### src/rtl/lsu_pkg.sv
// lsu_pkg: shared types, address map and lane helpers for the lsu_mc load/store unit.
//   lsu_op_e    - RISC-V funct3 load/store size codes
//   lsu_state_e - request FSM states
//   io_sel_e    - decoded I/O register select
//   *_BASE      - word addresses of the memory-mapped I/O registers
//   HEX_BLANK   - 7-segment pattern with every segment off
package lsu_pkg;

   typedef enum logic [2:0] {
      LSU_B  = 3'b000,
      LSU_H  = 3'b001,
      LSU_W  = 3'b010,
      LSU_BU = 3'b100,
      LSU_HU = 3'b101
   } lsu_op_e;

   typedef enum logic [1:0] {IDLE, WAIT, RESP} lsu_state_e;

   typedef enum logic [2:0] {
      IO_NONE, IO_LEDR, IO_LEDG, IO_HEX_LO, IO_HEX_HI, IO_LCD, IO_SW, IO_BTN
   } io_sel_e;

   localparam logic [15:0] LEDR_BASE   = 16'h7000;
   localparam logic [15:0] LEDG_BASE   = 16'h7010;
   localparam logic [15:0] HEX_LO_BASE = 16'h7020;
   localparam logic [15:0] HEX_HI_BASE = 16'h7024;
   localparam logic [15:0] LCD_BASE    = 16'h7030;
   localparam logic [15:0] SW_BASE     = 16'h7800;
   localparam logic [15:0] BTN_BASE    = 16'h7810;

   localparam logic [6:0] HEX_BLANK = 7'h7F;

   function automatic logic op_legal(input logic [2:0] op);
      return op inside {LSU_B, LSU_H, LSU_W, LSU_BU, LSU_HU};
   endfunction

   function automatic logic misaligned(input logic [2:0] op, input logic [1:0] off);
      case (op)
         LSU_H, LSU_HU: return off[0];
         LSU_W:         return off != 2'b00;
         default:       return 1'b0;
      endcase
   endfunction

   function automatic logic [3:0] byte_mask(input logic [2:0] op, input logic [1:0] off);
      case (op)
         LSU_B, LSU_BU: return 4'b0001 << off;
         LSU_H, LSU_HU: return 4'b0011 << off;
         LSU_W:         return 4'b1111;
         default:       return 4'b0000;
      endcase
   endfunction

   // Right-aligned store data moved up to the lane addressed by off.
   function automatic logic [31:0] store_lanes(input logic [2:0] op, input logic [1:0] off,
                                               input logic [31:0] data);
      case (op)
         LSU_B, LSU_BU: return {24'h0, data[7:0]} << {off, 3'b000};
         LSU_H, LSU_HU: return {16'h0, data[15:0]} << {off, 3'b000};
         default:       return data;
      endcase
   endfunction

   // Pick the addressed lane out of a word, then sign- or zero-extend it.
   function automatic logic [31:0] load_ext(input logic [2:0] op, input logic [1:0] off,
                                            input logic [31:0] word);
      logic [31:0] sh;
      sh = word >> {off, 3'b000};
      case (op)
         LSU_B:   return {{24{sh[7]}}, sh[7:0]};
         LSU_H:   return {{16{sh[15]}}, sh[15:0]};
         LSU_W:   return sh;
         LSU_BU:  return {24'h0, sh[7:0]};
         LSU_HU:  return {16'h0, sh[15:0]};
         default: return 32'h0;
      endcase
   endfunction

endpackage

### src/rtl/lsu_mc_if.sv
// lsu_mc_if: core <-> LSU request/response handshake.
//   req/ready           - request accepted when both high
//   lsu_wren/lsu_op     - store flag and funct3 size code
//   lsu_addr/st_data    - byte address and right-aligned store data
//   valid/ld_data/err   - one-cycle response strobe with extended load data and error flag
// master = core side, slave = LSU side.
interface lsu_mc_if #(parameter int ADDR_W = 16);
   logic              req;
   logic              ready;
   logic              lsu_wren;
   logic [2:0]        lsu_op;
   logic [ADDR_W-1:0] lsu_addr;
   logic [31:0]       st_data;
   logic              valid;
   logic [31:0]       ld_data;
   logic              err;

   modport master (output req, lsu_wren, lsu_op, lsu_addr, st_data,
                   input  ready, valid, ld_data, err);
   modport slave  (input  req, lsu_wren, lsu_op, lsu_addr, st_data,
                   output ready, valid, ld_data, err);
endinterface

### src/rtl/lsu_io_regs.sv
// lsu_io_regs: memory-mapped I/O block of lsu_mc.
//   i_clk, i_rst       - clock, asynchronous active-low reset
//   i_we, i_sel        - write strobe and decoded register select
//   i_bmask, i_wdata   - byte enables and lane-aligned write data
//   o_rdata            - raw 32-bit word of the selected register/input
//   i_io_sw, i_io_btn  - asynchronous switch/button inputs (synchronized here)
//   o_io_ledr/ledg/lcd - output registers; o_io_hex - 7-seg digits, digit k on [7k+6:7k]
module lsu_io_regs
   import lsu_pkg::*;
#(
   parameter int NUM_HEX     = 8,
   parameter int SYNC_STAGES = 2
) (
   input  logic                 i_clk,
   input  logic                 i_rst,
   input  logic                 i_we,
   input  io_sel_e              i_sel,
   input  logic [3:0]           i_bmask,
   input  logic [31:0]          i_wdata,
   output logic [31:0]          o_rdata,
   input  logic [31:0]          i_io_sw,
   input  logic [3:0]           i_io_btn,
   output logic [31:0]          o_io_ledr,
   output logic [31:0]          o_io_ledg,
   output logic [31:0]          o_io_lcd,
   output logic [7*NUM_HEX-1:0] o_io_hex
);
   logic [31:0]                ledr_q, ledg_q, lcd_q;
   logic [NUM_HEX-1:0][6:0]    hex_q;
   logic [SYNC_STAGES-1:0][35:0] sync_q;   // {btn, sw} per stage
   logic [7:0][6:0]            hex_all;

   // NOTE: every clocked register is written with <= so all flops update from
   // pre-edge values; a blocking = here would make results depend on statement order.
   always_ff @(posedge i_clk or negedge i_rst) begin
      if (!i_rst) begin
         ledr_q <= '0;
         ledg_q <= '0;
         lcd_q  <= '0;
         hex_q  <= {NUM_HEX{HEX_BLANK}};
         sync_q <= '0;
      end else begin
         sync_q[0] <= {i_io_btn, i_io_sw};
         for (int s = 1; s < SYNC_STAGES; s++) sync_q[s] <= sync_q[s-1];
         if (i_we) begin
            for (int b = 0; b < 4; b++) begin
               if (i_bmask[b]) begin
                  if (i_sel == IO_LEDR) ledr_q[8*b +: 8] <= i_wdata[8*b +: 8];
                  if (i_sel == IO_LEDG) ledg_q[8*b +: 8] <= i_wdata[8*b +: 8];
                  if (i_sel == IO_LCD)  lcd_q[8*b +: 8]  <= i_wdata[8*b +: 8];
               end
            end
            // Byte k of a HEX word drives digit k (low word) or k+4 (high word).
            for (int k = 0; k < NUM_HEX; k++) begin
               if (i_bmask[k%4] && ((k < 4) ? (i_sel == IO_HEX_LO) : (i_sel == IO_HEX_HI)))
                  hex_q[k] <= i_wdata[8*(k%4) +: 7];
            end
         end
      end
   end

   // NOTE: combinational outputs get a default first so no path leaves them
   // unassigned, which would otherwise infer a latch.
   always_comb begin
      hex_all = '0;
      for (int k = 0; k < NUM_HEX; k++) hex_all[k] = hex_q[k];
   end

   always_comb begin
      o_rdata = '0;
      case (i_sel)
         IO_LEDR:   o_rdata = ledr_q;
         IO_LEDG:   o_rdata = ledg_q;
         IO_LCD:    o_rdata = lcd_q;
         IO_HEX_LO: o_rdata = {1'b0, hex_all[3], 1'b0, hex_all[2], 1'b0, hex_all[1], 1'b0, hex_all[0]};
         IO_HEX_HI: o_rdata = {1'b0, hex_all[7], 1'b0, hex_all[6], 1'b0, hex_all[5], 1'b0, hex_all[4]};
         IO_SW:     o_rdata = sync_q[SYNC_STAGES-1][31:0];
         IO_BTN:    o_rdata = {28'h0, sync_q[SYNC_STAGES-1][35:32]};
         default:   o_rdata = '0;
      endcase
   end

   assign o_io_ledr = ledr_q;
   assign o_io_ledg = ledg_q;
   assign o_io_lcd  = lcd_q;
   assign o_io_hex  = hex_q;

endmodule

### src/rtl/lsu_mc.sv
// lsu_mc: multi-cycle load/store unit between the core and data SRAM / memory-mapped I/O.
//   i_clk, i_rst        - clock, asynchronous active-low reset
//   core (slave)        - request/response handshake from the memory stage
//   i_io_sw, i_io_btn   - switch/button inputs
//   o_io_*              - LED, LCD and 7-segment output registers
//   o_mem_*             - SRAM request (word address, lane data, byte mask, held strobes)
//   i_mem_rdata/ack     - SRAM read word and one-cycle completion pulse
// I/O and error requests answer one cycle after accept; DMEM requests wait for
// ack or TIMEOUT cycles.
module lsu_mc
   import lsu_pkg::*;
#(
   parameter int ADDR_W      = 16,
   parameter int NUM_HEX     = 8,
   parameter int SYNC_STAGES = 2,
   parameter int TIMEOUT     = 255
) (
   input  logic                 i_clk,
   input  logic                 i_rst,
   lsu_mc_if.slave              core,
   input  logic [31:0]          i_io_sw,
   input  logic [3:0]           i_io_btn,
   output logic [31:0]          o_io_ledr,
   output logic [31:0]          o_io_ledg,
   output logic [31:0]          o_io_lcd,
   output logic [7*NUM_HEX-1:0] o_io_hex,
   output logic [ADDR_W-1:0]    o_mem_addr,
   output logic [31:0]          o_mem_wdata,
   output logic [3:0]           o_mem_bmask,
   output logic                 o_mem_wren,
   output logic                 o_mem_rden,
   input  logic [31:0]          i_mem_rdata,
   input  logic                 i_mem_ack
);
   localparam int CNT_W = $clog2(TIMEOUT + 1);

   lsu_state_e        state_q, state_d;
   logic              accept, is_dmem, req_err, io_we, timeout_hit;
   logic [1:0]        off;
   logic [ADDR_W-1:0] word_addr;
   io_sel_e           io_sel;
   logic [31:0]       io_rdata;

   logic              wren_q, err_q;
   logic [2:0]        op_q;
   logic [1:0]        off_q;
   logic [ADDR_W-1:0] mem_addr_q;
   logic [3:0]        mask_q;
   logic [31:0]       wdata_q, resp_data_q;
   logic [CNT_W-1:0]  wait_cnt_q;

   // ---------------- request decode ----------------
   assign accept    = core.req && (state_q == IDLE);
   assign off       = core.lsu_addr[1:0];
   assign word_addr = {core.lsu_addr[ADDR_W-1:2], 2'b00};
   assign is_dmem   = (core.lsu_addr[ADDR_W-1:14] == '0);

   always_comb begin
      io_sel = IO_NONE;
      if      (word_addr == ADDR_W'(LEDR_BASE))   io_sel = IO_LEDR;
      else if (word_addr == ADDR_W'(LEDG_BASE))   io_sel = IO_LEDG;
      else if (word_addr == ADDR_W'(HEX_LO_BASE)) io_sel = IO_HEX_LO;
      else if (word_addr == ADDR_W'(HEX_HI_BASE)) io_sel = IO_HEX_HI;
      else if (word_addr == ADDR_W'(LCD_BASE))    io_sel = IO_LCD;
      else if (word_addr == ADDR_W'(SW_BASE))     io_sel = IO_SW;
      else if (word_addr == ADDR_W'(BTN_BASE))    io_sel = IO_BTN;
   end

   // Anything flagged here is answered with err and touches neither SRAM nor I/O.
   assign req_err = !op_legal(core.lsu_op) || misaligned(core.lsu_op, off)
                  || (!is_dmem && io_sel == IO_NONE)
                  || (core.lsu_wren && (io_sel == IO_SW || io_sel == IO_BTN));
   assign io_we   = accept && core.lsu_wren && !req_err && !is_dmem;

   assign timeout_hit = (wait_cnt_q == CNT_W'(TIMEOUT - 1));

   // ---------------- FSM ----------------
   always_ff @(posedge i_clk or negedge i_rst) begin
      if (!i_rst) state_q <= IDLE;
      else        state_q <= state_d;
   end

   always_comb begin
      state_d = state_q;
      case (state_q)
         IDLE: if (accept) state_d = (!req_err && is_dmem) ? WAIT : RESP;
         WAIT: if (i_mem_ack || timeout_hit) state_d = RESP;
         RESP: state_d = IDLE;
         default: state_d = IDLE;
      endcase
   end

   // ---------------- datapath / response register ----------------
   always_ff @(posedge i_clk or negedge i_rst) begin
      if (!i_rst) begin
         wren_q      <= 1'b0;
         op_q        <= '0;
         off_q       <= '0;
         mem_addr_q  <= '0;
         mask_q      <= '0;
         wdata_q     <= '0;
         wait_cnt_q  <= '0;
         err_q       <= 1'b0;
         resp_data_q <= '0;
      end else begin
         case (state_q)
            IDLE: if (accept) begin
               err_q       <= req_err;
               resp_data_q <= (req_err || core.lsu_wren || is_dmem) ? 32'h0
                            : load_ext(core.lsu_op, off, io_rdata);
               wait_cnt_q  <= '0;
               if (!req_err && is_dmem) begin
                  wren_q     <= core.lsu_wren;
                  op_q       <= core.lsu_op;
                  off_q      <= off;
                  mem_addr_q <= word_addr;
                  mask_q     <= byte_mask(core.lsu_op, off);
                  wdata_q    <= store_lanes(core.lsu_op, off, core.st_data);
               end
            end
            WAIT: begin
               if (i_mem_ack) begin
                  resp_data_q <= wren_q ? 32'h0 : load_ext(op_q, off_q, i_mem_rdata);
               end else if (timeout_hit) begin
                  err_q <= 1'b1;
               end else begin
                  wait_cnt_q <= wait_cnt_q + CNT_W'(1);
               end
            end
            default: ;
         endcase
      end
   end

   assign core.ready   = (state_q == IDLE);
   assign core.valid   = (state_q == RESP);
   assign core.err     = (state_q == RESP) && err_q;
   assign core.ld_data = resp_data_q;

   assign o_mem_addr  = mem_addr_q;
   assign o_mem_wdata = wdata_q;
   assign o_mem_bmask = mask_q;
   assign o_mem_wren  = (state_q == WAIT) &&  wren_q;
   assign o_mem_rden  = (state_q == WAIT) && !wren_q;

   lsu_io_regs #(
      .NUM_HEX     (NUM_HEX),
      .SYNC_STAGES (SYNC_STAGES)
   ) u_io (
      .i_clk     (i_clk),
      .i_rst     (i_rst),
      .i_we      (io_we),
      .i_sel     (io_sel),
      .i_bmask   (byte_mask(core.lsu_op, off)),
      .i_wdata   (store_lanes(core.lsu_op, off, core.st_data)),
      .o_rdata   (io_rdata),
      .i_io_sw   (i_io_sw),
      .i_io_btn  (i_io_btn),
      .o_io_ledr (o_io_ledr),
      .o_io_ledg (o_io_ledg),
      .o_io_lcd  (o_io_lcd),
      .o_io_hex  (o_io_hex)
   );

endmodule
### src/flat_wrapper.sv
// flat-port wrapper written by rule: the top's interface ports become plain ports
module lsu_mc_flat import lsu_pkg::*;
#(
   parameter int ADDR_W      = 16,
   parameter int NUM_HEX     = 8,
   parameter int SYNC_STAGES = 2,
   parameter int TIMEOUT     = 255
)
  (i_clk, i_rst, i_io_sw, i_io_btn, o_io_ledr, o_io_ledg, o_io_lcd, o_io_hex, o_mem_addr, o_mem_wdata, o_mem_bmask, o_mem_wren, o_mem_rden, i_mem_rdata, i_mem_ack, core_req, core_lsu_wren, core_lsu_op, core_lsu_addr, core_st_data, core_ready, core_valid, core_ld_data, core_err);
  lsu_mc_if #(.ADDR_W(ADDR_W)) core_i ();
  input  logic i_clk;
  input  logic i_rst;
  input  logic [31:0] i_io_sw;
  input  logic [3:0] i_io_btn;
  output logic [31:0] o_io_ledr;
  output logic [31:0] o_io_ledg;
  output logic [31:0] o_io_lcd;
  output logic [7*NUM_HEX-1:0] o_io_hex;
  output logic [ADDR_W-1:0] o_mem_addr;
  output logic [31:0] o_mem_wdata;
  output logic [3:0] o_mem_bmask;
  output logic o_mem_wren;
  output logic o_mem_rden;
  input  logic [31:0] i_mem_rdata;
  input  logic i_mem_ack;
  input wire logic [$bits(core_i.req)-1:0] core_req;
  input wire logic [$bits(core_i.lsu_wren)-1:0] core_lsu_wren;
  input wire logic [$bits(core_i.lsu_op)-1:0] core_lsu_op;
  input wire logic [$bits(core_i.lsu_addr)-1:0] core_lsu_addr;
  input wire logic [$bits(core_i.st_data)-1:0] core_st_data;
  output wire logic [$bits(core_i.ready)-1:0] core_ready;
  output wire logic [$bits(core_i.valid)-1:0] core_valid;
  output wire logic [$bits(core_i.ld_data)-1:0] core_ld_data;
  output wire logic [$bits(core_i.err)-1:0] core_err;
  assign core_i.req = core_req;
  assign core_i.lsu_wren = core_lsu_wren;
  assign core_i.lsu_op = core_lsu_op;
  assign core_i.lsu_addr = core_lsu_addr;
  assign core_i.st_data = core_st_data;
  assign core_ready = core_i.ready;
  assign core_valid = core_i.valid;
  assign core_ld_data = core_i.ld_data;
  assign core_err = core_i.err;
  lsu_mc #(.ADDR_W(ADDR_W), .NUM_HEX(NUM_HEX), .SYNC_STAGES(SYNC_STAGES), .TIMEOUT(TIMEOUT)) u_core (.i_clk(i_clk), .i_rst(i_rst), .core(core_i), .i_io_sw(i_io_sw), .i_io_btn(i_io_btn), .o_io_ledr(o_io_ledr), .o_io_ledg(o_io_ledg), .o_io_lcd(o_io_lcd), .o_io_hex(o_io_hex), .o_mem_addr(o_mem_addr), .o_mem_wdata(o_mem_wdata), .o_mem_bmask(o_mem_bmask), .o_mem_wren(o_mem_wren), .o_mem_rden(o_mem_rden), .i_mem_rdata(i_mem_rdata), .i_mem_ack(i_mem_ack));
endmodule
### config.mk
export PLATFORM = sky130hd
export DESIGN_NAME = lsu_mc_flat
export DESIGN_NICKNAME = d
export VERILOG_FILES = /design/src/rtl/lsu_pkg.sv /design/src/rtl/lsu_mc_if.sv /design/src/rtl/lsu_io_regs.sv /design/src/rtl/lsu_mc.sv /design/src/flat_wrapper.sv
export SDC_FILE = /design/constraint.sdc
export NUM_CORES = 1
export LEC_CHECK = 0
export ABC_AREA = 1
export CORE_ASPECT_RATIO = 1.25
export CORE_MARGIN = 2
export CORE_UTILIZATION = 30
export CTS_BUF_LIST = sky130_fd_sc_hd__clkbuf_8
export DETAILED_ROUTE_END_ITERATION = 10
export REMOVE_ABC_BUFFERS = 1
export SETUP_SLACK_MARGIN = 0.5
export SYNTH_ARGS = -nofsm -noshare
export SYNTH_HDL_FRONTEND = slang
export SYNTH_SLANG_ARGS = --single-unit
### constraint.sdc
create_clock -name i_clk -period 4.7 [get_ports i_clk]
set_input_delay 0.94 -clock i_clk [delete_from_list [all_inputs] [get_ports i_clk]]
set_output_delay 0.94 -clock i_clk [all_outputs]
set_load 0.03 [all_outputs]
# ---- Word level (Yosys, flattened, before mapping)
# Cells that the tools add are included.
dict set report word_totals {
  mem_bits_rw 0
  latchBits 0
  ff_bits 323
  mem_count 0
  input_bits 124
  romBits 0
  output_inout_bits 241
}
dict set report classes {
  add_sub_neg 1
  n_lt_le_gt_ge 0
  muxes 30
  shifts 6
  n_div 0
  n_bitwise 0
  n_mul 0
  n_reduce_logical 64
  n_eq_ne 31
}
# op n
set op_table {}
lappend op_table {{$pmux 32 s5} 2}
lappend op_table {{$pmux 32 s7} 1}
lappend op_table {{$mux 32} 4}
lappend op_table {{$pmux 32 s2} 2}
lappend op_table {{$eq 14x13->1 const B} 7}
lappend op_table {{$shr 32x5->32} 2}
lappend op_table {{$reduce_and 3->1} 14}
lappend op_table {{$shl 16x5->32} 1}
lappend op_table {{$shl 8x5->32} 1}
lappend op_table {{$eq 3x3->1 const B} 8}
lappend op_table {{$mux 8} 3}
lappend op_table {{$mux 3} 7}
lappend op_table {{$logic_and 1x1->1} 18}
lappend op_table {{$reduce_and 2->1} 9}
lappend op_table {{$pmux 8 s2} 1}
lappend op_table {{$eq 3x2->1 const B} 4}
lappend op_table {{$pmux 4 s3} 1}
lappend op_table {{$eq 3x1->1 const B} 3}
lappend op_table {{$logic_not 3->1} 3}
lappend op_table {{$add 8x1->8 const B} 1}
lappend op_table {{$eq 8x8->1 const B} 1}
lappend op_table {{$reduce_and 4->1} 2}
lappend op_table {{$logic_or 1x1->1} 7}
lappend op_table {{$mux 2} 3}
lappend op_table {{other kinds (14)} 27}

# ---- Logic depth before layout (Yosys ltp)
# Gate-level depths: netlist of run 1.
dict set report logic_depth {
  word_depth 17
  ltp_mapped 17
  depth_no_buf 16
}

# ---- Cells and area by module
# A second synthesis of run 1 with hierarchy kept.
dict set report unflattened {
  hier_cells 2203
  area_unflattened_um2 16743.6
}
# mod instances area_per_inst_um2 cells_per_inst seq_area_each_um2
set modules_own_cells {}
lappend modules_own_cells {lsu_io_regs 1 9537.9 1116 5675.4}
lappend modules_own_cells {lsu_mc 1 7205.7 1087 2477.4}

# ---- Worst setup path before layout of run 1
# OpenSTA, ideal clock, no wires.
dict set report synth_path {
  path_kind {input -> register}
  start {input port core_lsu_addr[9]}
  end {register u_core.u_io.ledg_q[0] (netlist: u_core.u_io.o_io_ledg[0])}
  path_slack_ps 1972
  setup_ps 119
  path_buffers 1
  path_stages 15
  t_arrival_ps 2609
  cell_sequence {nor2_1 > nand2_2 > nor2_1 > nand2_1 > nand2_1 > nor2_1 > nand4_1 > nand2_1 > inv_2 > nand2_1 > nor2_1 > buf_2 > nand3_1 > nand2_1 > nand2_1}
}
dict set report synth_between {
  elab_chain_cells 16
  word_cells_on_any_way 27
  cone_classes {eq/ne (10); mux (7); reduce/logical (10)}
}
# element line
set synth_lines {}
lappend synth_lines {{start, declared} flat_wrapper.sv:29} ;# input wire logic [$bits(core_i.lsu_addr)-1:0] core_lsu_addr;
lappend synth_lines {{$eq 14x13->1} lsu_mc.sv:66} ;# else if (word_addr == ADDR_W'(BTN_BASE)) io_sel = IO_BTN;
lappend synth_lines {{$mux 3} lsu_mc.sv:66}
lappend synth_lines {{$mux 3} lsu_mc.sv:65} ;# else if (word_addr == ADDR_W'(SW_BASE)) io_sel = IO_SW;
lappend synth_lines {{$mux 3} lsu_mc.sv:64} ;# else if (word_addr == ADDR_W'(LCD_BASE)) io_sel = IO_LCD;
lappend synth_lines {{$mux 3} lsu_mc.sv:63} ;# else if (word_addr == ADDR_W'(HEX_HI_BASE)) io_sel = IO_HEX_HI;
lappend synth_lines {{$mux 3} lsu_mc.sv:62} ;# else if (word_addr == ADDR_W'(HEX_LO_BASE)) io_sel = IO_HEX_LO;
lappend synth_lines {{$mux 3} lsu_mc.sv:61} ;# else if (word_addr == ADDR_W'(LEDG_BASE)) io_sel = IO_LEDG;
lappend synth_lines {{$mux 3 *} lsu_mc.sv:60} ;# if (word_addr == ADDR_W'(LEDR_BASE)) io_sel = IO_LEDR;
lappend synth_lines {{$eq 3x3->1 or $logic_not 3->1 (tied branches)} {lsu_mc.sv:72, lsu_mc.sv:71}}
lappend synth_lines {{$logic_or 1x1->1 or $logic_and 1x1->1 (tied branches)} {lsu_mc.sv:72, lsu_mc.sv:71}}
lappend synth_lines {{$logic_and 1x1->1 or $logic_or 1x1->1 (tied branches)} {lsu_mc.sv:72, lsu_mc.sv:71}}
lappend synth_lines {{$logic_or 1x1->1} lsu_mc.sv:72} ;# || (core.lsu_wren && (io_sel == IO_SW || io_sel == IO_BTN));
lappend synth_lines {{$logic_not 1->1} lsu_mc.sv:73} ;# assign io_we = accept && core.lsu_wren && !req_err && !is_dmem;
lappend synth_lines {{$logic_and 1x1->1 (2 in a row)} lsu_mc.sv:73}
lappend synth_lines {{$reduce_and 3->1 (no source line) *} -}
lappend synth_lines {{end signal, assigned by index} lsu_io_regs.sv:49} ;# if (i_sel == IO_LEDG) ledg_q[8*b +: 8] <= i_wdata[8*b +: 8];
lappend synth_lines {{end, declared} lsu_io_regs.sv:28} ;# logic [31:0] ledr_q, ledg_q, lcd_q;
# Mark *: on every way between the ends. The rest lies on a longest branch, timed or not.
# A chain may end at the register's enable or synchronous reset.

# ---- Worst setup path in the final report of run 1
dict set report layout_path {
  start {input port core_lsu_addr[9]}
  end {register u_core.wdata_q[31] (netlist: u_core.o_mem_wdata[31])}
}
dict set report layout_between {
  elab_chain_cells 15
  word_cells_on_any_way 25
  cone_classes {eq/ne (9); mux (7); reduce/logical (9)}
}
# element line
set layout_lines {}
lappend layout_lines {{$eq 14x13->1} lsu_mc.sv:66}
lappend layout_lines {{$mux 3} lsu_mc.sv:66}
lappend layout_lines {{$mux 3} lsu_mc.sv:65}
lappend layout_lines {{$mux 3} lsu_mc.sv:64}
lappend layout_lines {{$mux 3} lsu_mc.sv:63}
lappend layout_lines {{$mux 3} lsu_mc.sv:62}
lappend layout_lines {{$mux 3} lsu_mc.sv:61}
lappend layout_lines {{$mux 3 *} lsu_mc.sv:60}
lappend layout_lines {{$eq 3x3->1 or $logic_not 3->1 (tied branches)} {lsu_mc.sv:72, lsu_mc.sv:71}}
lappend layout_lines {{$logic_or 1x1->1 or $logic_and 1x1->1 (tied branches)} {lsu_mc.sv:72, lsu_mc.sv:71}}
lappend layout_lines {{$logic_and 1x1->1 or $logic_or 1x1->1 (tied branches)} {lsu_mc.sv:72, lsu_mc.sv:71}}
lappend layout_lines {{$logic_or 1x1->1 *} lsu_mc.sv:72}
lappend layout_lines {{$logic_not 1->1 *} lsu_mc.sv:112} ;# if (!req_err && is_dmem) begin
lappend layout_lines {{$logic_and 1x1->1 *} lsu_mc.sv:112}
lappend layout_lines {{$reduce_and 3->1 (no source line) *} -}
lappend layout_lines {{end signal, assigned} lsu_mc.sv:118} ;# wdata_q <= store_lanes(core.lsu_op, off, core.st_data);
lappend layout_lines {{end, declared} lsu_mc.sv:49} ;# logic [31:0] wdata_q, resp_data_q;
# Marked as above.

==> results of run 1 <==
## synthesized netlist by cell type
cell	n	area share [%]
a21oi_1	104	3.2
a31oi_1	8	0.31
and3_1	2	0.078
buf_1	11	0.26
buf_2	23	0.72
buf_4	2	0.094
buf_6	9	0.63
clkbuf_1	50	1.2
clkinv_1	1	0.023
conb_1	1	0.023
dfrtp_1	267	42
dfstp_2	56	9.2
ha_1	2	0.16
inv_1	104	2.4
inv_2	12	0.28
nand2_1	852	20
nand2_2	2	0.078
nand3_1	312	9.7
nand3_2	1	0.062
nand3b_1	4	0.19
nand4_1	40	1.6
nor2_1	179	4.2
nor2_2	5	0.20
nor2_4	3	0.21
nor3_1	13	0.41
nor3_4	1	0.10
o211ai_1	1	0.047
o21a_1	1	0.047
o21ai_0	51	1.6
o21ai_1	25	0.78
o22ai_1	10	0.39
o31ai_1	1	0.047
xor2_1	1	0.055
## registers in the layout (all words and copies together), names as in the netlist, 8 cells and up
register               cells
u_core.core.ld_data       32
u_core.o_mem_addr         14
u_core.o_mem_wdata        32
u_core.u_io.o_io_hex      56
u_core.u_io.o_io_lcd      32
u_core.u_io.o_io_ledg     32
u_core.u_io.o_io_ledr     32
u_core.u_io.sync_q        72
u_core.wait_cnt_q          8
## per-stage QoR
stage               hold slack (ps)  util, %  cell area [µm²]  worst slack, ps  power, mW
floorplan                     331.2        -            15560            -1034      4.476
global placement              331.7    39.17            20640            474.4      5.539
detailed placement            334.7    39.17            20640            472.9      5.564
CTS                           343.7    41.50            21870             1191      8.392
global route                  352.0    41.51            21870            886.9      8.718
finish                        320.7    41.51            21870             1096      8.314
## per-layer routing
layer  GRT usage [%]  wire (µm)
met4           12.79       3751
met5               0          0
met3           4.696       5327
met1           33.00      29370
met2           43.37      34470
## area by class of cell
| cell class | count | area share [%] |
|---|---|---|
| inverter | 117 | 2.008 |
| multi-input combinational | 1620 | 31.92 |
| clock buffer | 78 | 4.909 |
| sequential | 323 | 37.28 |
| timing repair buffer | 433 | 19.31 |
| clock inverter | 28 | 0.7151 |
| tap | 672 | 3.845 |
| antenna | 1 | 0.01144 |
## worst max-delay path by stage
stage	start	endpoint	cells after the start
detailed placement	core_lsu_addr[9]	u_core.o_mem_bmask[3]$_DFFE_PN0P_	16
finish	core_lsu_addr[9]	u_core.o_mem_wdata[31]$_DFFE_PN0P_	16
global placement	core_lsu_addr[9]	u_core.o_mem_bmask[3]$_DFFE_PN0P_	16
floorplan	core_lsu_addr[13]	u_core.u_io.o_io_hex[0]$_DFFE_PN1P_	12
CTS	core_lsu_addr[14]	u_core.core.ld_data[3]$_DFFE_PN0P_	16
global route	core_lsu_addr[9]	u_core.u_io.o_io_lcd[27]$_DFFE_PN0P_	15
## logic make-up after synthesis
logic type | after synthesis | synth area share [%]
buffers and inverters | 212 | 5.616
DFF | 323 | 50.89
xor gates and xnor gates | 1 | 0.05468
other | 1 | 0.02341
AOI/OAI and AO/OA | 201 | 6.467
adders and majority gates | 2 | 0.1562
and+or+nand+nor | 1414 | 36.79
## power breakdown
part | internal, mW | total, mW | switching, mW
Combinational | 0.806 | 2.22 | 1.41
Clock | 1.53 | 2.80 | 1.27
Sequential | 3.08 | 3.29 | 0.213
Total | 5.42 | 8.31 | 2.90
==> metrics.csv, run 1 <==
metric;value;unit
status;finished, final reports clean;
postcts setup bufs;0;
CTS Buf Count;56;
Hold Crit Class;primary input to asynchronous set/reset pin;
worst-case clock buffer depth;3;
Yosys reg bits;323;
largest net degree at the start of global routing;153;
fmax;277.5;MHz
CP arrival;4160;ps
Clock Skews;33.73;ps
FF-to-FF End;u_core.core.ld_data[31]$_DFFE_PN0P_;
crit path time final;3604;ps
initial core utilization;30.40;%
first-pass GRT wire length;108900;µm
final critical-path share of the clock period;76.68;%
commonest cells after routing, fill and taps aside;852 x nand2_1, 361 x clkdlybuf4s50_1, 312 x nand3_1, 267 x dfrtp_1, 177 x nor2_1;
Cells after Synth;2154;
Post-Route WL;72930;µm
post-route ant nets;0;
Yosys warnings;0;
setup tns final;0;ps
cts hold-fix bufs;0;
Root Driver;clkbuf_8;
die area;55270;µm²
most common cell after layout, fill and taps aside;nand2_1;
WL/cell;22.29;µm
worst-margin pin slew;970.4;ps
power density over the cells;380.2;nW/µm²
Ports;365;
cell area after synthesis;16020;µm²
reg2reg path depth;9;
Fin. Hold Viols;0;
Max rail drop VDD;0.1967;mV
RSZ-0062 raised after global routing;false;
Layout area overhead;36.52;%
slew margin rel.;34.87;%
number of global-route vias before repair;17000;
DRT iter0 DRCs;1565;
register area;8153;µm²
Tot GR Track Use;26.23;%
Critical Path Sink Type;flop;
Critical Path Source Type;primary input;
Final GP Congestion;0.9267;
sequential share of the synthesized area;50.89;%
share of cells above drive strength 1;9.350;%
CORE AREA;52690;µm²
buffers added on ports;362;
Slew Viols, Final;0;
Clock Latency Late Sink;680;ps
DR pass1 iterations;6;
Max stage delay on crit path;620;ps
critical path type;primary input to flop;
global route overflow;0;
setup violators final;0;
row count;94;
Bufs and invs on worst path;4;
non-filler instance count after layout;3272;
synthesized area per cell;7.437;µm²
CP delay by family, top;simple AND/OR/NAND/NOR gates;
Reg clk slew, reported paths;70;ps
Clock Sink Count;323;
flop2flop setup slack;1930;ps
DRC violations left;0;
multi-input logic area;6980;µm²
die height;262.4;µm
placed cell count;3165;
cell chain of the critical path;clkdlybuf4s50_1 -> nor2_1 -> nand2_2 -> nor2_1 -> nand2_1 -> nand2_1 -> nor2_1 -> nand4_1 -> nand2_1 -> inv_2 -> nand3_1 -> nor2_4 -> inv_2 -> buf_12 -> nand2_1 -> o21ai_1;
Detail Placement HPWL;54450;µm
leakage dissipation;10.61;nW
Filler cells;5395;
via density per instance;5.141;
routed via count;16820;
max capacitance violation total;0;
CTS tree;built;
Critical R2R Launch;u_core.off_q[0]$_DFFE_PN0P_;
antenna violations before repair;1;
Distinct cells, synth;33;
slowest cell on the critical path;nor2_1;
cell mode on critical path;nand2_1;
fin nets;2677;
Die X;210.7;µm
H-Tree Depth;2;
post_cts resized;0;
CP required;5260;ps
worst-path fanout max;38;
(Power assumes the default switching activity.)
==> inputs of run 2 (changes only) <==
- clock period: 4.7 -> 3.4 ns (I/O delays scaled with it)
==> run 2 against run 1 <==
  * Critical path depth is 14 lower
  * First-iteration DRC count rose by 5.0%
  * Power rose by 34%
  * Clock power grew 25%
  * Design area increased by 3.7%
  * Die area unchanged
  * Global-route usage down 0.26 points
==> metrics.csv, run 2 (same netlist as run 1, synthesis figures left out) <==
metric;value;unit;change
status;finished, final reports clean;;
Tot GR Track Use;25.98;%;-0.26 points
number of global-route vias before repair;16850;;-0.84%
Fin. Hold Viols;0;;unchanged
WL/cell;21.74;µm;-2.4%
via density per instance;5.064;;-1.5%
max capacitance violation total;0;;unchanged
power density over the cells;491.9;nW/µm²;+29%
Max rail drop VDD;0.3228;mV;+64%
CP required;2720;ps;-2540 ps
largest net degree at the start of global routing;98;;-36%
post-route ant nets;0;;unchanged
CTS tree;built;;
Layout area overhead;41.64;%;
most common cell after layout, fill and taps aside;nand2_1;;
FF-to-FF End;u_core.core.ld_data[27]$_DFFE_PN0P_;;
slew margin rel.;49.23;%;+14 points
final critical-path share of the clock period;79.46;%;
Critical R2R Launch;u_core.state_q[0]$_DFFE_PN0P_;;
M1 WL;29940;µm;+1.9%
Max Used Layer;met4;;
initial core utilization;30.40;%;unchanged
met3 wire length;4745;µm;-11%
CP Launch Point;u_core.state_q[1]$_DFFE_PN0P_;;
commonest cells after routing, fill and taps aside;852 x nand2_1, 359 x clkdlybuf4s50_1, 310 x nand3_1, 267 x dfrtp_1, 172 x nor2_1;;
Reg clk slew, reported paths;70;ps;about the same
largest register by flop count;u_core.u_io.sync_q;;
DRT iter0 DRCs;1644;;+5.0%
Die X;210.7;µm;unchanged
Ports;365;;unchanged
worst-margin pin slew;756.5;ps;-213.9 ps
Critical Path Sink Type;output pin;;
worst-path fanout max;4;;-89%
flop2flop setup slack;1160;ps;-770 ps
row count;94;;unchanged
Clock Sink Count;323;;unchanged
Slew Viols, Final;0;;unchanged
reg2reg path depth;8;;-1
register area;8153;µm²;unchanged
fin nets;2772;;+3.5%
WHS Endpoint;u_core.u_io.sync_q[59]$_DFF_PN0_;;
Root Driver;clkbuf_8;;
buffers added on ports;362;;unchanged
Clock Skews;35.66;ps;+1.924 ps
RSZ-0062 raised after global routing;true;;
critical path type;flop to output pin;;
pre-CTS setup slack;-90.17;ps;-563.1 ps
Design Area, Final;22690;µm²;+3.7%
Post-Route WL;73170;µm;+0.33%
CTS Buf Count;54;;-3.6%
Setup WS post-layout;698.3;ps;-397.7 ps
Filler cells;5389;;-0.11%
multi-input logic area;7023;µm²;+0.61%
die area;55270;µm²;unchanged
Final GP Congestion;0.9246;;-0.23%
setup violators final;0;;unchanged
share of cells above drive strength 1;12.41;%;+3.1 points
global route overflow;0;;unchanged
antenna violations before repair;2;;+1
leakage dissipation;11.08;nW;+4.5%
DP Area;21550;µm²;+4.4%
H-Tree Depth;2;;unchanged
CP arrival;2020;ps;-2140 ps
fmax;370.1;MHz;
Largest register FFs;72;;unchanged
Detail Placement HPWL;55630;µm;+2.2%
routed via count;17040;;+1.3%
Min-Delay Path Depth;0;;
die height;262.4;µm;unchanged
CORE AREA;52690;µm²;unchanged
fin util;43.06;%;+1.6 points
setup tns final;0;ps;unchanged
first-pass GRT wire length;107500;µm;-1.3%
Hold Crit Class;flop to flop;;
DRC violations left;0;;unchanged
worst-case clock buffer depth;3;;unchanged
Clock Latency Late Sink;670;ps;about the same
Critical Path Source Type;flop;;
Hold Crit Start;u_core.u_io.sync_q[23]$_DFF_PN0_;;
DR pass1 iterations;6;;unchanged
crit path time final;2702;ps;
metal2 WL;34930;µm;+1.3%
-- run 2: what timing repair did --
| action | in CTS | in global routing |
|---|---|---|
| resized for setup | 1 | 14 |
| buffers inserted | 0 | 0 |
| hold buffers | 1 | 0 |
| endpoints found under the hold margin | 24 | 0 |
| endpoints found under the setup margin | 1 | 126 |
-- run 2: worst max-delay path, cell delays in order, from the launching register on --
cell and delay [ps]:
dfrtp_1 400, nor2_1 240, clkdlybuf4s50_1 720
-- run 2: area by class of cell --
type	count	area share, %
diodes	2	0.02206
clock buffers	65	3.943
repair buffers	530	22.69
inverters	117	1.947
clock inverters	36	0.8106
multi-input cells	1620	30.95
well taps	672	3.706
flip-flops and latches	323	35.93
-- run 2: how the worst max path moves through the flow --
stage	end	slack [ps]	depth (start not counted)
2_1_floorplan	u_core.u_io.o_io_hex[0]$_DFFE_PN1P_	-2070	12
3_3_place_gp	u_core.core.ld_data[15]$_DFFE_PN0P_	-70	16
3_5_place_dp	u_core.core.ld_data[27]$_DFFE_PN0P_	-90	15
4_1_cts	o_mem_wren	540	5
5_1_grt	u_core.core.ld_data[30]$_DFFE_PN0P_	500	17
6_report	core_ready	700	2
-- run 2: power breakdown --
part | total (mW) | switching, mW | internal, mW
clock network | 3.51 | 1.70 | 1.81
registers | 4.54 | 0.278 | 4.26
logic | 3.12 | 1.96 | 1.16
total | 11.2 | 3.93 | 7.23
-- run 2: stage by stage --
step | power (mW) | std cells | hold WS [ps]
2_1_floorplan | 6.188 | 2060 | 331.2
3_3_place_gp | 7.692 | 3261 | 335.0
3_5_place_dp | 7.728 | 3261 | 334.7
4_1_cts | 11.28 | 3363 | 342.5
5_1_grt | 11.74 | 3365 | 355.8
6_report | 11.16 | 3365 | 343.0
-- run 2: per-layer routing --
layer  GRT usage [%]  up-vias
met1           33.47     8129
met3           3.764      166
met4           12.05        0
met5               0        -
li1                -     7966
met2           42.96      780
